### config.mk
export PLATFORM = sky130hd
export DESIGN_NAME = result_drain
export DESIGN_NICKNAME = d
export VERILOG_FILES = /design/src/rtl/mmm_pkg.sv /design/src/rtl/drain_counter.sv /design/src/rtl/result_drain.sv
export SDC_FILE = /design/constraint.sdc
export NUM_CORES = 1
export LEC_CHECK = 0
export ABC_AREA = 1
export BUFFER_PORTS_ARGS = -buffer_cell sky130_fd_sc_hd__buf_2
export CAP_MARGIN = 20
export CORE_ASPECT_RATIO = 0.6
export CORE_MARGIN = 2
export CORE_UTILIZATION = 57
export CTS_CLUSTER_SIZE = 25
export DETAILED_ROUTE_END_ITERATION = 7
export PLACE_DENSITY_LB_ADDON = 0.25
export SYNTH_ARGS = -nofsm -noshare
export SYNTH_HDL_FRONTEND = slang
export SYNTH_HIERARCHICAL = 1
export SYNTH_SLANG_ARGS = --single-unit
### constraint.sdc
create_clock -name clk -period 22.2 [get_ports clk]
set_input_delay 2.22 -clock clk [delete_from_list [all_inputs] [get_ports clk]]
set_output_delay 2.22 -clock clk [all_outputs]
set_load 0.005 [all_outputs]
### src/rtl/mmm_pkg.sv
// Shared types and width helpers for the matrix-multiply datapath blocks.
package mmm_pkg;

  typedef enum logic [1:0] {
    IDLE,
    STREAM,
    DONE
  } drain_state_t;

  localparam int unsigned DefaultN         = 4;
  localparam int unsigned DefaultDataWidth = 16;

  // Index width for a count of n, never narrower than one bit.
  function automatic int unsigned idx_w(input int unsigned n);
    return (n > 1) ? $clog2(n) : 1;
  endfunction

endpackage

### src/rtl/drain_counter.sv
// Nested row/column counter over an N x N block; saturates at (N-1, N-1).
module drain_counter
  import mmm_pkg::*;
#(
  parameter int unsigned N = DefaultN
) (
  input  logic                  clk,
  input  logic                  reset,
  input  logic                  clear,
  input  logic                  advance,
  output logic [idx_w(N)-1:0]   row,
  output logic [idx_w(N)-1:0]   col,
  output logic                  at_last
);

  localparam int unsigned W = idx_w(N);
  localparam logic [W-1:0] Max = W'(N - 1);

  logic [W-1:0] row_q;
  logic [W-1:0] col_q;

  assign row     = row_q;
  assign col     = col_q;
  assign at_last = (row_q == Max) && (col_q == Max);

  always_ff @(posedge clk) begin
    if (reset || clear) begin
      row_q <= '0;
      col_q <= '0;
    end else if (advance && !at_last) begin
      if (col_q == Max) begin
        col_q <= '0;
        row_q <= row_q + 1'b1;
      end else begin
        col_q <= col_q + 1'b1;
      end
    end
  end

endmodule

### src/rtl/result_drain.sv
// Snapshots an N x N result block on start and streams it out row-major over valid/ready.
module result_drain
  import mmm_pkg::*;
#(
  parameter int unsigned DATA_WIDTH = DefaultDataWidth,
  parameter int unsigned N          = DefaultN
) (
  input  logic                         clk,
  input  logic                         reset,
  input  logic                         start,
  input  logic [N*N*DATA_WIDTH-1:0]    result_in,
  input  logic                         out_ready,
  output logic                         out_valid,
  output logic [DATA_WIDTH-1:0]        out_data,
  output logic [idx_w(N)-1:0]          out_row,
  output logic [idx_w(N)-1:0]          out_col,
  output logic                         out_last,
  output logic                         busy,
  output logic                         done
);

  localparam int unsigned RW = idx_w(N);
  localparam int unsigned IW = idx_w(N * N);

  drain_state_t          state_q;
  logic [DATA_WIDTH-1:0] buf_q [N*N];
  logic [RW-1:0]         row;
  logic [RW-1:0]         col;
  logic                  at_last;
  logic [IW-1:0]         idx;
  logic                  stream;
  logic                  launch;

  assign stream = (state_q == STREAM);
  assign launch = (state_q == IDLE) && start;
  assign idx    = IW'(row) * IW'(N) + IW'(col);

  drain_counter #(
    .N (N)
  ) u_counter (
    .clk     (clk),
    .reset   (reset),
    .clear   (launch),
    .advance (stream && out_ready),
    .row     (row),
    .col     (col),
    .at_last (at_last)
  );

  // Buffer has no reset: its contents only matter after a snapshot.
  always_ff @(posedge clk) begin
    if (reset) begin
      state_q <= IDLE;
    end else begin
      unique case (state_q)
        IDLE: begin
          if (start) begin
            for (int i = 0; i < N * N; i++) begin
              buf_q[i] <= result_in[i*DATA_WIDTH +: DATA_WIDTH];
            end
            state_q <= STREAM;
          end
        end
        STREAM:  if (out_ready && at_last) state_q <= DONE;
        DONE:    state_q <= IDLE;
        default: state_q <= IDLE;
      endcase
    end
  end

  // Outputs depend only on registered state; gated to zero outside STREAM.
  assign out_valid = stream;
  assign out_data  = stream ? buf_q[idx] : '0;
  assign out_row   = stream ? row : '0;
  assign out_col   = stream ? col : '0;
  assign out_last  = stream && at_last;
  assign busy      = stream;
  assign done      = (state_q == DONE);

endmodule

* Yosys cells after proc, flatten, opt, wreduce, memory -nomap -nowiden
Memory sizes are Yosys's and may differ from the RTL's.
Index checks and enable logic that the tools add are counted.
** Storage, ports and cells
- Bits in registers :: 6
- Bits in writable memories :: 256
- Input bits :: 260
- Output and inout bits :: 24
- Word-level logic and storage cells :: 35
- Memories :: 1
** Operators by class
- Add/subtract/negate cells :: 3
- Eq/ne operators :: 6
- Multiplexer cells :: 11
- Reduce and logical (&&, ||, !) cells :: 11
** Memories
- buf_q :: words 16, bits a word 16, rd ports 1, clocked after memory_dff 0, write ports 16, RTL line result_drain.sv:26 : logic [DATA_WIDTH-1:0] buf_q [N*N];
** Operators with widths (count)
- $mux W16 :: 1
- $mux W2 :: 5
- $eq A2 B2 Y1 const B :: 3
- $logic_and A1 B1 Y1 :: 6
- $add A2 B1 Y2 const B :: 2
- $add A4 B2 Y4 :: 1
- $mux W1 :: 4
- $pmux W2 S2 :: 1
- $reduce_and A2 Y1 :: 2
- $eq A2 B1 Y1 const B :: 1
- $logic_not A2 Y1 :: 1
- $ne A2 B1 Y1 const B :: 1
- $ne A2 B2 Y1 const B :: 1
- $logic_not A1 Y1 :: 1
- $logic_or A1 B1 Y1 :: 1

* Depth between registers and ports, before layout
Gate-level depths: netlist (run 1).
- Word-level depth :: 5
- Gate-level depth with buffers :: 9
- Mapped depth without buffers :: 7

* Hierarchy
The synthesis (run 1) kept the hierarchy.
** By module, submodules not included
- result_drain :: times used 1, cells each 1025, area each 10887.9 sq um, seq. area each 7727.4 sq um
- drain_counter :: times used 1, cells each 33, area each 221.5 sq um, seq. area each 80.1 sq um

* Worst setup path before layout (run 1)
No wires, ideal clock.
- Kind :: input to register
- From :: input start
- To :: memory buf_q[0][0] in the netlist's numbering (enable)
- Setup time :: 0.877 ns
- Arrival :: 12.902 ns
- Data required time :: 21.323 ns
- Path slack :: 8.421 ns
- Cell stages on the path :: 2
- Cell sequence :: nand2_1 -> nor2_1
** RTL lines
- from (decl) :: RTL line result_drain.sv:10 : input logic start,
- to (decl) :: RTL line result_drain.sv:26

* Worst setup path in the final report (run 1)
- From :: register u_counter.col_q[0], in the netlist u_counter/col[0]
- To :: output out_data[8]
** Between the ends
- Longest elaborated chain between the ends :: 3
** Ends and longest elaborated chain
- from (decl) :: RTL line drain_counter.sv:20 : logic [W-1:0] col_q;
- from (signal assigned) :: RTL line drain_counter.sv:35 : col_q <= col_q + 1'b1;
- $add A4 B2 Y4 :: RTL line result_drain.sv:36 : assign idx = IW'(row) * IW'(N) + IW'(col);
- $mem_v2 Z16 W16
- $mux W16 :: RTL line result_drain.sv:73 : assign out_data = stream ? buf_q[idx] : '0;
- to (decl) :: RTL line result_drain.sv:14 : output logic [DATA_WIDTH-1:0] out_data,
No other way between the ends.

==> impl_metrics.toml, run 1 <==
[global_route]
grtUsageTotal_pct = 28.2
grt_first_pass_wirelength_um = 43300
antenna_found_initial = 2
first_global_vias = 8047
gr-total-overflow = 0
grt_start_max_net_pins = 92

[yosys]
yosys-top-cells-area = "edfxtp_1 69%, nand2_1 13%, nand3_1 7.2%"
seq_area_frac_synth_pct = 70.3
yosys.area.top_type = "edfxtp_1"
synthFlopType = "edfxtp_1"
syn-num-nets = 1320
synth_edf_count = 256
synth_top_area_share_pct = 69.2
postSynth.asyncResetShare_pct = 0
yosysMostFrequentCell = "nand2_1"
ys_seq_elements = 262
syn_area_per_cell_sq_um = 10.5
synth_commonest_cells = "396 x nand2_1, 256 x edfxtp_1, 160 x nand3_1, 142 x inv_1, 38 x buf_2"
syn-instance-count = 1058
ys_types = 19
netlist_area_sq_um = 11100
ys_warn_count = 6

[worst_setup_path]
timing.rr.end = "buf_q[8][5]$_DFFE_PP_"
max_stage_delay_ns = 0.79
reg2reg_depth = 5
cp-end-kind = "output port"
path_buf_inv = 3
critical_path_peak_fanout = 91
endpoint = "out_data[8]"
rr_startpoint = "state_q[0]$_SDFFE_PP0P_"
crit_type = "flip-flop to output port"
path_delay_family = "buffers and inverters"
r2r_slack_ns = 19.34
worstSetupPathDepth = 9
startpoint = "u_counter/col[0]$_SDFFE_PP0P_"
cp_common_cell = "nand2_1"
startpoint_type = "flip-flop"
crit_chain = "inv_4 -> buf_4 -> nand2_1 -> nand2_1 -> nand2_1 -> nand3_1 -> nand3_1 -> a21oi_1 -> buf_2"
slowest_stage = "buf_4"
critical_path_required_ns = 19.98
crit_arrival_ns = 3.44

[sta]
rsz0062_at_grt = "no"
tightest_slew_ns = 1.08
worst_hold_slack_ns = 0.651
fin_crit_ns = 5.66
max_freq_mhz = 177
drv_slew = 0
skew_ns = 0.00805
fin_tns_setup_ns = 0
setup_viol = 0
slew_headroom_pct = 28.0
fin_crit_sh_pct = 25.5
hold_viol = 0

[floorplan]
io_pins = 284
initial_core_util_pct = 58.2
die_w_um = 184
die_h_um = 112
core.rowCount = 39
core_sq_um = 19100
die_area_sq_um = 20700

[layout]
drive_gt1_share_pct = 25.3
fillCellCount = 1379
final_util_pct = 70.8
layout.nets = 1584
fin_cells = 1608
syn2layout_area_growth_pct = 21.6
seq_area_sq_um = 7810
multi_input_area_sq_um = 2500

[clocking]
clk_pin_slew_ns = 0.07
numCtsBuffers = 24
cts_setup_buffers = 0
clockRootBuffer = "clkbuf_16"
ctsResizeCount = 0
htree_levels = 1
cts_sinks = 262
hold_buffers = 0
worstSkewPairLatency_ns = 0.52
cts_tree = "done"
clock_path_buffers = 3

[power]
peakVddDrop_mv = 0.0712
power_density_nw_per_um2 = 79.5
leakage_nw = 6.12

[drt]
routedWlPerCell_um = 18.2
drc = 0
routed_wl_um = 29200
vias = 8342
drt_first_pass_iters = 6
drt-initial-drc-count = 944
ant_nets = 0
via_per_inst = 5.19

[place]
portBuffers = 283
gp_congestion = 0.826
dp.cells = 1561
hpwlAfterDp_um = 19900

[min_path]
holdPathStages = 3
hold_start = "state_q[1]$_SDFFE_PP0P_"
hp-class = "flip-flop to flip-flop"

[outcome]
status = "finished clean"

[run]
max-cap-violations = 0
-- per-stage QoR --
stage	area (sq um)	power [mW]	setup slack (ns)
2_1_floorplan	11100	0.631	8.42
3_3_place_gp	12700	0.663	17.15
3_5_place_dp	12700	0.665	17.12
4_1_cts	13500	1.08	16.54
5_1_grt	13500	1.11	16.29
6_report	13500	1.07	16.54
-- area by class of cell --
class / instances / area share [%]
flip-flops and latches: 262 / 57.8
repair buffers: 293 / 11.2
well taps: 266 / 2.46
inverters: 144 / 4.02
clock inverters: 18 / 1.28
diodes: 2 / 0.0370
clock buffers: 26 / 4.66
multi-input cells: 597 / 18.5
-- worst min path at each step --
stage | slack (ns) | endpoint
after floorplan | 0.49 | u_counter/col[1]$_SDFFE_PP0P_
after global placement | 0.62 | state_q[0]$_SDFFE_PP0P_
after detailed placement | 0.63 | state_q[0]$_SDFFE_PP0P_
after CTS | 0.64 | state_q[0]$_SDFFE_PP0P_
after global routing | 0.70 | state_q[0]$_SDFFE_PP0P_
final | 0.65 | state_q[0]$_SDFFE_PP0P_
-- power by group --
part	total [mW]	switching [mW]	internal (mW)
Sequential	0.575	0.00719	0.568
Combinational	0.0801	0.0490	0.0311
Clock	0.419	0.178	0.241
Total	1.07	0.234	0.839
-- registers in the layout (all words and copies together) (netlist names) --
register,cells
u_counter/row,2
u_counter/col,2
buf_q,256
state_q,2
-- layer usage --
metal	vias to the layer above	wire, um	track usage [%]
li1	3982	-	-
met1	3860	12200	40.8
met2	444	13100	43.7
met3	54	3130	6.52
met4	2	763	7.41
met5	-	9	0
-- worst min-delay path, delay by kind of cell, from the launching register on --
kind	cells	cell delay (ns)
DFF	1	0.33
AOI/OAI and AO/OA	1	0.09
and+or+nand+nor	2	0.18
-- cell families (layout without fill, tap and decap cells) --
| logic type | Yosys count | after routing | synth area share [%] |
|---|---|---|---|
| AND/OR/NAND/NOR | 576 | 576 | 21.4 |
| buffers and inverters | 199 | 481 | 7.25 |
| AO/OA/AOI/OAI | 19 | 19 | 0.856 |
| other | 0 | 2 | 0 |
| adder cells (fa/ha/maj) | 2 | 2 | 0.225 |
| flip-flops | 262 | 262 | 70.3 |
-- cells in the final DEF (no fill, tap or decap) --
| cell type | Yosys | routed |
|---|---|---|
| nand2_1 | 396 | 396 |
| buf_2 | 38 | 283 |
| edfxtp_1 | 256 | 256 |
| nand3_1 | 160 | 160 |
| inv_1 | 142 | 141 |
| clkbuf_16 | 0 | 25 |
| a21oi_1 | 18 | 18 |
| nor2_1 | 16 | 15 |
| buf_4 | 3 | 9 |
| clkinv_2 | 0 | 7 |
| clkinv_1 | 1 | 5 |
| bufinv_16 | 0 | 3 |
| dfxtp_1 | 6 | 3 |
| diode_2 | 0 | 2 |
| clkinvlp_4 | 0 | 2 |
| clkinv_4 | 0 | 2 |
| ha_1 | 2 | 2 |
| dfxtp_2 | 0 | 2 |
| inv_4 | 0 | 1 |
| inv_2 | 1 | 1 |
| nor2_4 | 0 | 1 |
| nor3_1 | 1 | 1 |
| clkbuf_1 | 9 | 1 |
| buf_16 | 0 | 1 |
| nand3_2 | 1 | 1 |
| nand3b_1 | 1 | 1 |
| o21ai_1 | 1 | 1 |
| nand4_1 | 1 | 1 |
| dfxtp_4 | 0 | 1 |
Note: power is estimated with default switching activity, not from simulation.
==> inputs of run 2 (changes only) <==
- ABC_AREA: 1 -> 0
- CORE_UTILIZATION: 57 -> 52
- clock period: 22.2 -> 5.8 ns (I/O delays scaled with it)
==> run 2 against run 1 <==
  * Total power rose to 3.7 times the previous value
  * Wire length fell by 17%
  * Via count is 27% lower
  * Register-to-register slack worse by 16 ns
  * Die area increased by 2.0%
  * First-iteration DRC count decreased by 36%
  * Largest power group unchanged
==> impl_metrics.toml, run 2 <==
[outcome]
status = "finished clean"

[layout]
syn2layout_area_growth_pct = 23.1
fillCellCount = 1326
final_cell_mix = "283 x buf_2, 256 x edfxtp_1, 88 x mux2i_1"
fin_cells = 1125
regMostFlops = "buf_q"
seq_area_sq_um = 7820
final_util_pct = 66.0
layout_commonest_cell = "buf_2"
multi_input_area_sq_um = 2280
layout.nets = 1098
largest_reg_flops = 256
drive_gt1_share_pct = 41.5

[sta]
max_freq_mhz = 280
fin_tns_setup_ns = 0
hold_viol = 0
drv_slew = 0
worst_hold_slack_ns = 0.225
fin_crit_ns = 3.57
skew_ns = 0.0254
rsz0062_at_grt = "no"
tightest_slew_ns = 1.04
slew_headroom_pct = 30.3
setup_viol = 0
fin_crit_sh_pct = 61.6

[drt]
vias = 6117
routedWlPerCell_um = 21.6
drt_first_pass_iters = 5
ant_nets = 0
drt-initial-drc-count = 607
routed_wl_um = 24300
via_per_inst = 5.44
drc = 0

[power]
pwr-share-clk_pct = 39.5
p_comb_share_pct = 5.6
seqPwrFrac_pct = 54.9
p_sw_mw = 0.832
p_int_mw = 3.17
peakVddDrop_mv = 0.253
power_density_nw_per_um2 = 314
leakage_nw = 4.59
swShare_pct = 20.8

[yosys]
synth_commonest_cells = "256 x edfxtp_1, 88 x mux2i_1, 28 x a22oi_1, 18 x mux4_2, 15 x nor2_1"
ys_seq_elements = 262
seq_area_frac_synth_pct = 75.5
synth_top_area_share_pct = 74.3
yosys.area.top_type = "edfxtp_1"
synthFlopType = "edfxtp_1"
postSynth.asyncResetShare_pct = 0
yosys-top-cells-area = "edfxtp_1 74%, mux2i_1 8.5%, mux4_2 3.9%"
synth_edf_count = 256
syn-num-nets = 816
syn-instance-count = 554
netlist_area_sq_um = 10300
ys_types = 39
yosysMostFrequentCell = "edfxtp_1"
syn_area_per_cell_sq_um = 18.7
ys_warn_count = 6

[global_route]
gr-total-overflow = 0
grtUsageTotal_pct = 22.7
grt_start_max_net_pins = 95
first_global_vias = 6200
grt_first_pass_wirelength_um = 35300
antenna_found_initial = 1

[clocking]
worstSkewPairLatency_ns = 0.52
hold_buffers = 0
clk_pin_slew_ns = 0.07
clock_path_buffers = 3
cts_sinks = 262
cts_setup_buffers = 0
cts_tree = "done"
htree_levels = 1
numCtsBuffers = 25
ctsResizeCount = 0
clockRootBuffer = "clkbuf_16"

[floorplan]
initial_core_util_pct = 53.7
core_sq_um = 19300
die_h_um = 113
core.rowCount = 39
io_pins = 284
die_area_sq_um = 21100
die_w_um = 186

[min_path]
holdPathStages = 1
hp-class = "input pin to flip-flop"

[run]
max-cap-violations = 0

[place]
hpwlAfterDp_um = 17100
dp.cells = 1075
portBuffers = 283
gp_congestion = 0.786

[worst_setup_path]
crit_type = "flip-flop to output port"
cp-end-kind = "output port"
startpoint_type = "flip-flop"
critical_path_required_ns = 5.22
crit_arrival_ns = 2.99
critical_path_peak_fanout = 41
reg2reg_depth = 3
[run 2: cell types whose count changed after synthesis, sizes merged, moves of 16 or more]
cell	delta
a22oi	+28
buf	-16
inv	-142
mux2i	+88
mux4	+18
nand2	-384
nand3	-150
[run 2: routing by layer]
| metal | routed length (um) | share of wire (%) | track usage, % | vias up |
|---|---|---|---|---|
| met5 | 0 | 0 | 0 | - |
| met4 | 306 | 1.3 | 3.88 | 0 |
| met3 | 2350 | 9.7 | 5.76 | 25 |
| met2 | 10700 | 44 | 33.8 | 298 |
| met1 | 10900 | 45 | 34.5 | 2995 |
| li1 | - | - | - | 2799 |
[run 2: power groups by stage]
| stage | logic (mW) | clock network [mW] | registers (mW) |
|---|---|---|---|
| 2_1_floorplan | 0.0976 | 0 | 2.24 |
| 3_3_place_gp | 0.216 | 0 | 2.23 |
| 3_5_place_dp | 0.225 | 0 | 2.24 |
| 4_1_cts | 0.227 | 1.61 | 2.20 |
| 5_1_grt | 0.246 | 1.69 | 2.20 |
| 6_report | 0.225 | 1.58 | 2.19 |
[run 2: worst max-delay path, stage by stage, from the launching register on]
cell	delay, ns
dfxtp_4	0.71
buf_4	0.62
mux4_2	0.59
nor2b_1	0.14
a21oi_1	0.05
a21o_1	0.20
buf_2	0.12
[run 2: layout make-up]
| cell class | count | area share [%] |
|---|---|---|
| Antenna cell | 4 | 0.0786 |
| Clock buffer | 29 | 5.03 |
| Clock inverter | 17 | 1.23 |
| Inverter | 1 | 0.0295 |
| Multi-Input combinational cell | 257 | 17.9 |
| Sequential cell | 262 | 61.4 |
| Tap cell | 266 | 2.61 |
| Timing Repair Buffer | 289 | 11.7 |
[run 2: final timing paths]
check	from	end	slack [ns]
setup / recovery	u_counter/col[1]$_SDFFE_PP0P_	out_data[15]	2.23
hold / removal	result_in[212]	buf_q[13][4]$_DFFE_PP_	0.23
setup reg to reg	state_q[1]$_SDFFE_PP0P_	buf_q[12][1]$_DFFE_PP_	2.92
hold reg to reg	state_q[1]$_SDFFE_PP0P_	state_q[0]$_SDFFE_PP0P_	0.69
[run 2: kinds of logic after synthesis]
kind of cell    after synthesis  share of synthesized area (%)
buf+inv                      35                           2.53
flops                       262                           75.5
fa+ha+maj                     2                          0.242
compound gates               69                           4.94
simple gates                 77                           4.04
mux                         109                           12.8
[run 2: stage by stage]
| step | total power [mW] | setup slack [ns] | cell area [sq um] |
|---|---|---|---|
| after floorplan | 2.33 | 0.531 | 10300 |
| after global placement | 2.45 | 2.76 | 11900 |
| after detailed placement | 2.46 | 2.58 | 11900 |
| after CTS | 4.03 | 2.17 | 12700 |
| after global routing | 4.13 | 2.01 | 12700 |
| final | 4.00 | 2.23 | 12700 |
==> inputs of run 3 (changes only) <==
- CORE_UTILIZATION: 52 -> 47
- clock period: 5.8 -> 3.2 ns (I/O delays scaled with it)
==> run 3 against run 2 <==
  * The flow now stops in 4_1_cts
  * Area after synthesis is the same
  * Synthesized cell count is the same
==> impl_metrics.toml, run 3 <==
[floorplan]
die_w_um = 196
initial_core_util_pct = 48.6
die_h_um = 119
core.rowCount = 41
io_pins = 284

[yosys]
syn-instance-count = 554
yosysMostFrequentCell = "edfxtp_1"
syn-num-nets = 816
yosys.area.top_type = "edfxtp_1"
ys_types = 39
postSynth.asyncResetShare_pct = 0
ys_seq_elements = 262
synth_edf_count = 256
yosys-top-cells-area = "edfxtp_1 74%, mux2i_1 8.5%, mux4_2 3.9%"
synthFlopType = "edfxtp_1"
syn_area_per_cell_sq_um = 18.7
netlist_area_sq_um = 10300
ys_warn_count = 6
synth_commonest_cells = "256 x edfxtp_1, 88 x mux2i_1, 28 x a22oi_1, 18 x mux4_2, 15 x nor2_1"
seq_area_frac_synth_pct = 75.5
synth_top_area_share_pct = 74.3

[place]
portBuffers = 283
dp.cells = 1099
hpwlAfterDp_um = 18800
gp_congestion = 0.838

[outcome]
first-error = "[ERROR RSZ-0060] Max buffer count reached."
stop_stage = "4_1_cts"
status = "did not finish"

[clocking]
clock_path_buffers = 3
clockRootBuffer = "clkbuf_16"
cts_setup_buffers = 0
ctsResizeCount = 0
hold_buffers = 229
cts_sinks = 262
numCtsBuffers = 24
htree_levels = 1
[run 3: per-stage QoR]
| step | worst slack, ns | util [%] | instance area, sq um |
|---|---|---|---|
| after global placement | 0.849 | 57.0 | 12100 |
| after floorplan | -1.70 | - | 10400 |
| after detailed placement | 0.784 | 57.0 | 12100 |
[run 3: cell families after synthesis]
logic type                 after synthesis  synth area share, %
DFF                                    262                 75.5
muxes                                  109                 12.8
and+or+nand+nor                         77                 4.04
AOI/OAI and AO/OA                       69                 4.94
buffers and inverters                   35                 2.53
adders and majority gates                2                0.242
==> inputs of run 4 (changes only) <==
- CORE_ASPECT_RATIO: 0.6 -> not set
- CORE_UTILIZATION: 47 -> 40
- CTS_CLUSTER_SIZE: 25 -> not set
- PLACE_DENSITY_LB_ADDON: 0.25 -> 0.15
- clock period: 3.2 -> 4.2 ns (I/O delays scaled with it)
==> run 4 against run 3 <==
  * The run now ends clean
==> impl_metrics.toml, run 4 (synthesis results as in run 2) <==
[worst_setup_path]
crit_type = "flip-flop to output port"
crit_chain = "nor2b_2 -> a22oi_1 -> nand3_1 -> o21ai_1 -> buf_2"
critical_path_required_ns = 3.78
path_delay_family = "simple AND/OR/NAND/NOR gates"
critical_path_peak_fanout = 32
slowest_stage = "dfxtp_2"
crit_arrival_ns = 2.92
max_stage_delay_ns = 0.92
startpoint_type = "flip-flop"
cp-end-kind = "output port"
path_buf_inv = 1

[floorplan]
die_h_um = 165
die_w_um = 165
io_pins = 284
initial_core_util_pct = 41.0
core_sq_um = 25300
die_area_sq_um = 27200
core.rowCount = 58

[drt]
drc = 0
wl_met3_um = 2110
ant_nets = 0
routed_wl_um = 25800
via_per_inst = 5.03
vias = 6040
top_layer_used = "met5"
routedWlPerCell_um = 21.4
wl_met1_um = 10100
dr_wl_met2_um = 12900
drt-initial-drc-count = 563
drt_first_pass_iters = 4

[place]
portBuffers = 283
gp_congestion = 0.884
pre_cts_ws_ns = 1.35
hpwlAfterDp_um = 18900

[clocking]
hold_buffers = 0
clockRootBuffer = "clkbuf_16"
worstSkewPairLatency_ns = 0.54
clk_pin_slew_ns = 0.06
numCtsBuffers = 28
htree_levels = 1
cts_tree = "done"
clock_path_buffers = 3
ctsResizeCount = 0
cts_setup_buffers = 0
cts_sinks = 262

[sta]
fin_crit_sh_pct = 79.6
max_freq_mhz = 299
slew_headroom_pct = 37.7
worst_hold_slack_ns = 0.0457
rsz0062_at_grt = "no"
fin_ws_ns = 0.856
tightest_slew_ns = 0.935
hold_viol = 0
drv_slew = 0
fin_crit_ns = 3.34
skew_ns = 0.0229
fin_tns_setup_ns = 0
setup_viol = 0

[layout]
layout.nets = 1108
syn2layout_area_growth_pct = 25.6
drive_gt1_share_pct = 42.1
largest_reg_flops = 256
final_util_pct = 51.4
layout_commonest_cell = "buf_2"
regMostFlops = "buf_q"
final_cell_mix = "283 x buf_2, 256 x edfxtp_1, 88 x mux2i_1"

[power]
power_density_nw_per_um2 = 437
power_mw = 5.68
leakage_nw = 4.68
peakVddDrop_mv = 0.352

[global_route]
antenna_found_initial = 6
first_global_vias = 6448
grt_start_max_net_pins = 54
grt_first_pass_wirelength_um = 37000
grtUsageTotal_pct = 18.7
gr-total-overflow = 0

[min_path]
hp-class = "input pin to flip-flop"

[run]
max-cap-violations = 0

[outcome]
status = "finished clean"
[run 4: final cells by class]
| type | count | area (sq um) |
|---|---|---|
| clock inverters | 15 | 138 |
| inverters | 1 | 3.75 |
| repair buffers | 296 | 1580 |
| well taps | 330 | 413 |
| flip-flops and latches | 262 | 7820 |
| multi-input cells | 257 | 2290 |
| diodes | 5 | 12.5 |
| fillers | 2165 | 12300 |
| clock buffers | 35 | 727 |
[run 4: metrics by stage]
step | area, sq um | cells
after floorplan | 10400 | 554
after global placement | 12100 | 1145
after detailed placement | 12100 | 1145
after CTS | 12900 | 1195
after global routing | 13000 | 1200
final | 13000 | 1201
[run 4: path summary, 6_finish.rpt]
path,startpoint,end,slack [ns],cells after the start
setup / recovery,u_counter/col[0]$_SDFFE_PP0P_,out_data[0],0.86,5
hold / removal,result_in[39],buf_q[2][7]$_DFFE_PP_,0.05,1
setup reg to reg,state_q[1]$_SDFFE_PP0P_,buf_q[8][1]$_DFFE_PP_,1.90,4
hold reg to reg,state_q[0]$_SDFFE_PP0P_,state_q[0]$_SDFFE_PP0P_,0.72,3
[run 4: report_power, final]
group          switching (mW)  internal, mW  total (mW)
Combinational           0.167         0.157       0.325
Clock                   0.975          1.35        2.32
Sequential             0.0340          3.00        3.03
[run 4: metal layers]
layer | GRT usage (%) | vias up
met5 | 0 | -
met4 | 5.57 | 4
li1 | - | 2816
met1 | 23.2 | 2925
met2 | 32.4 | 251
met3 | 4.47 | 44
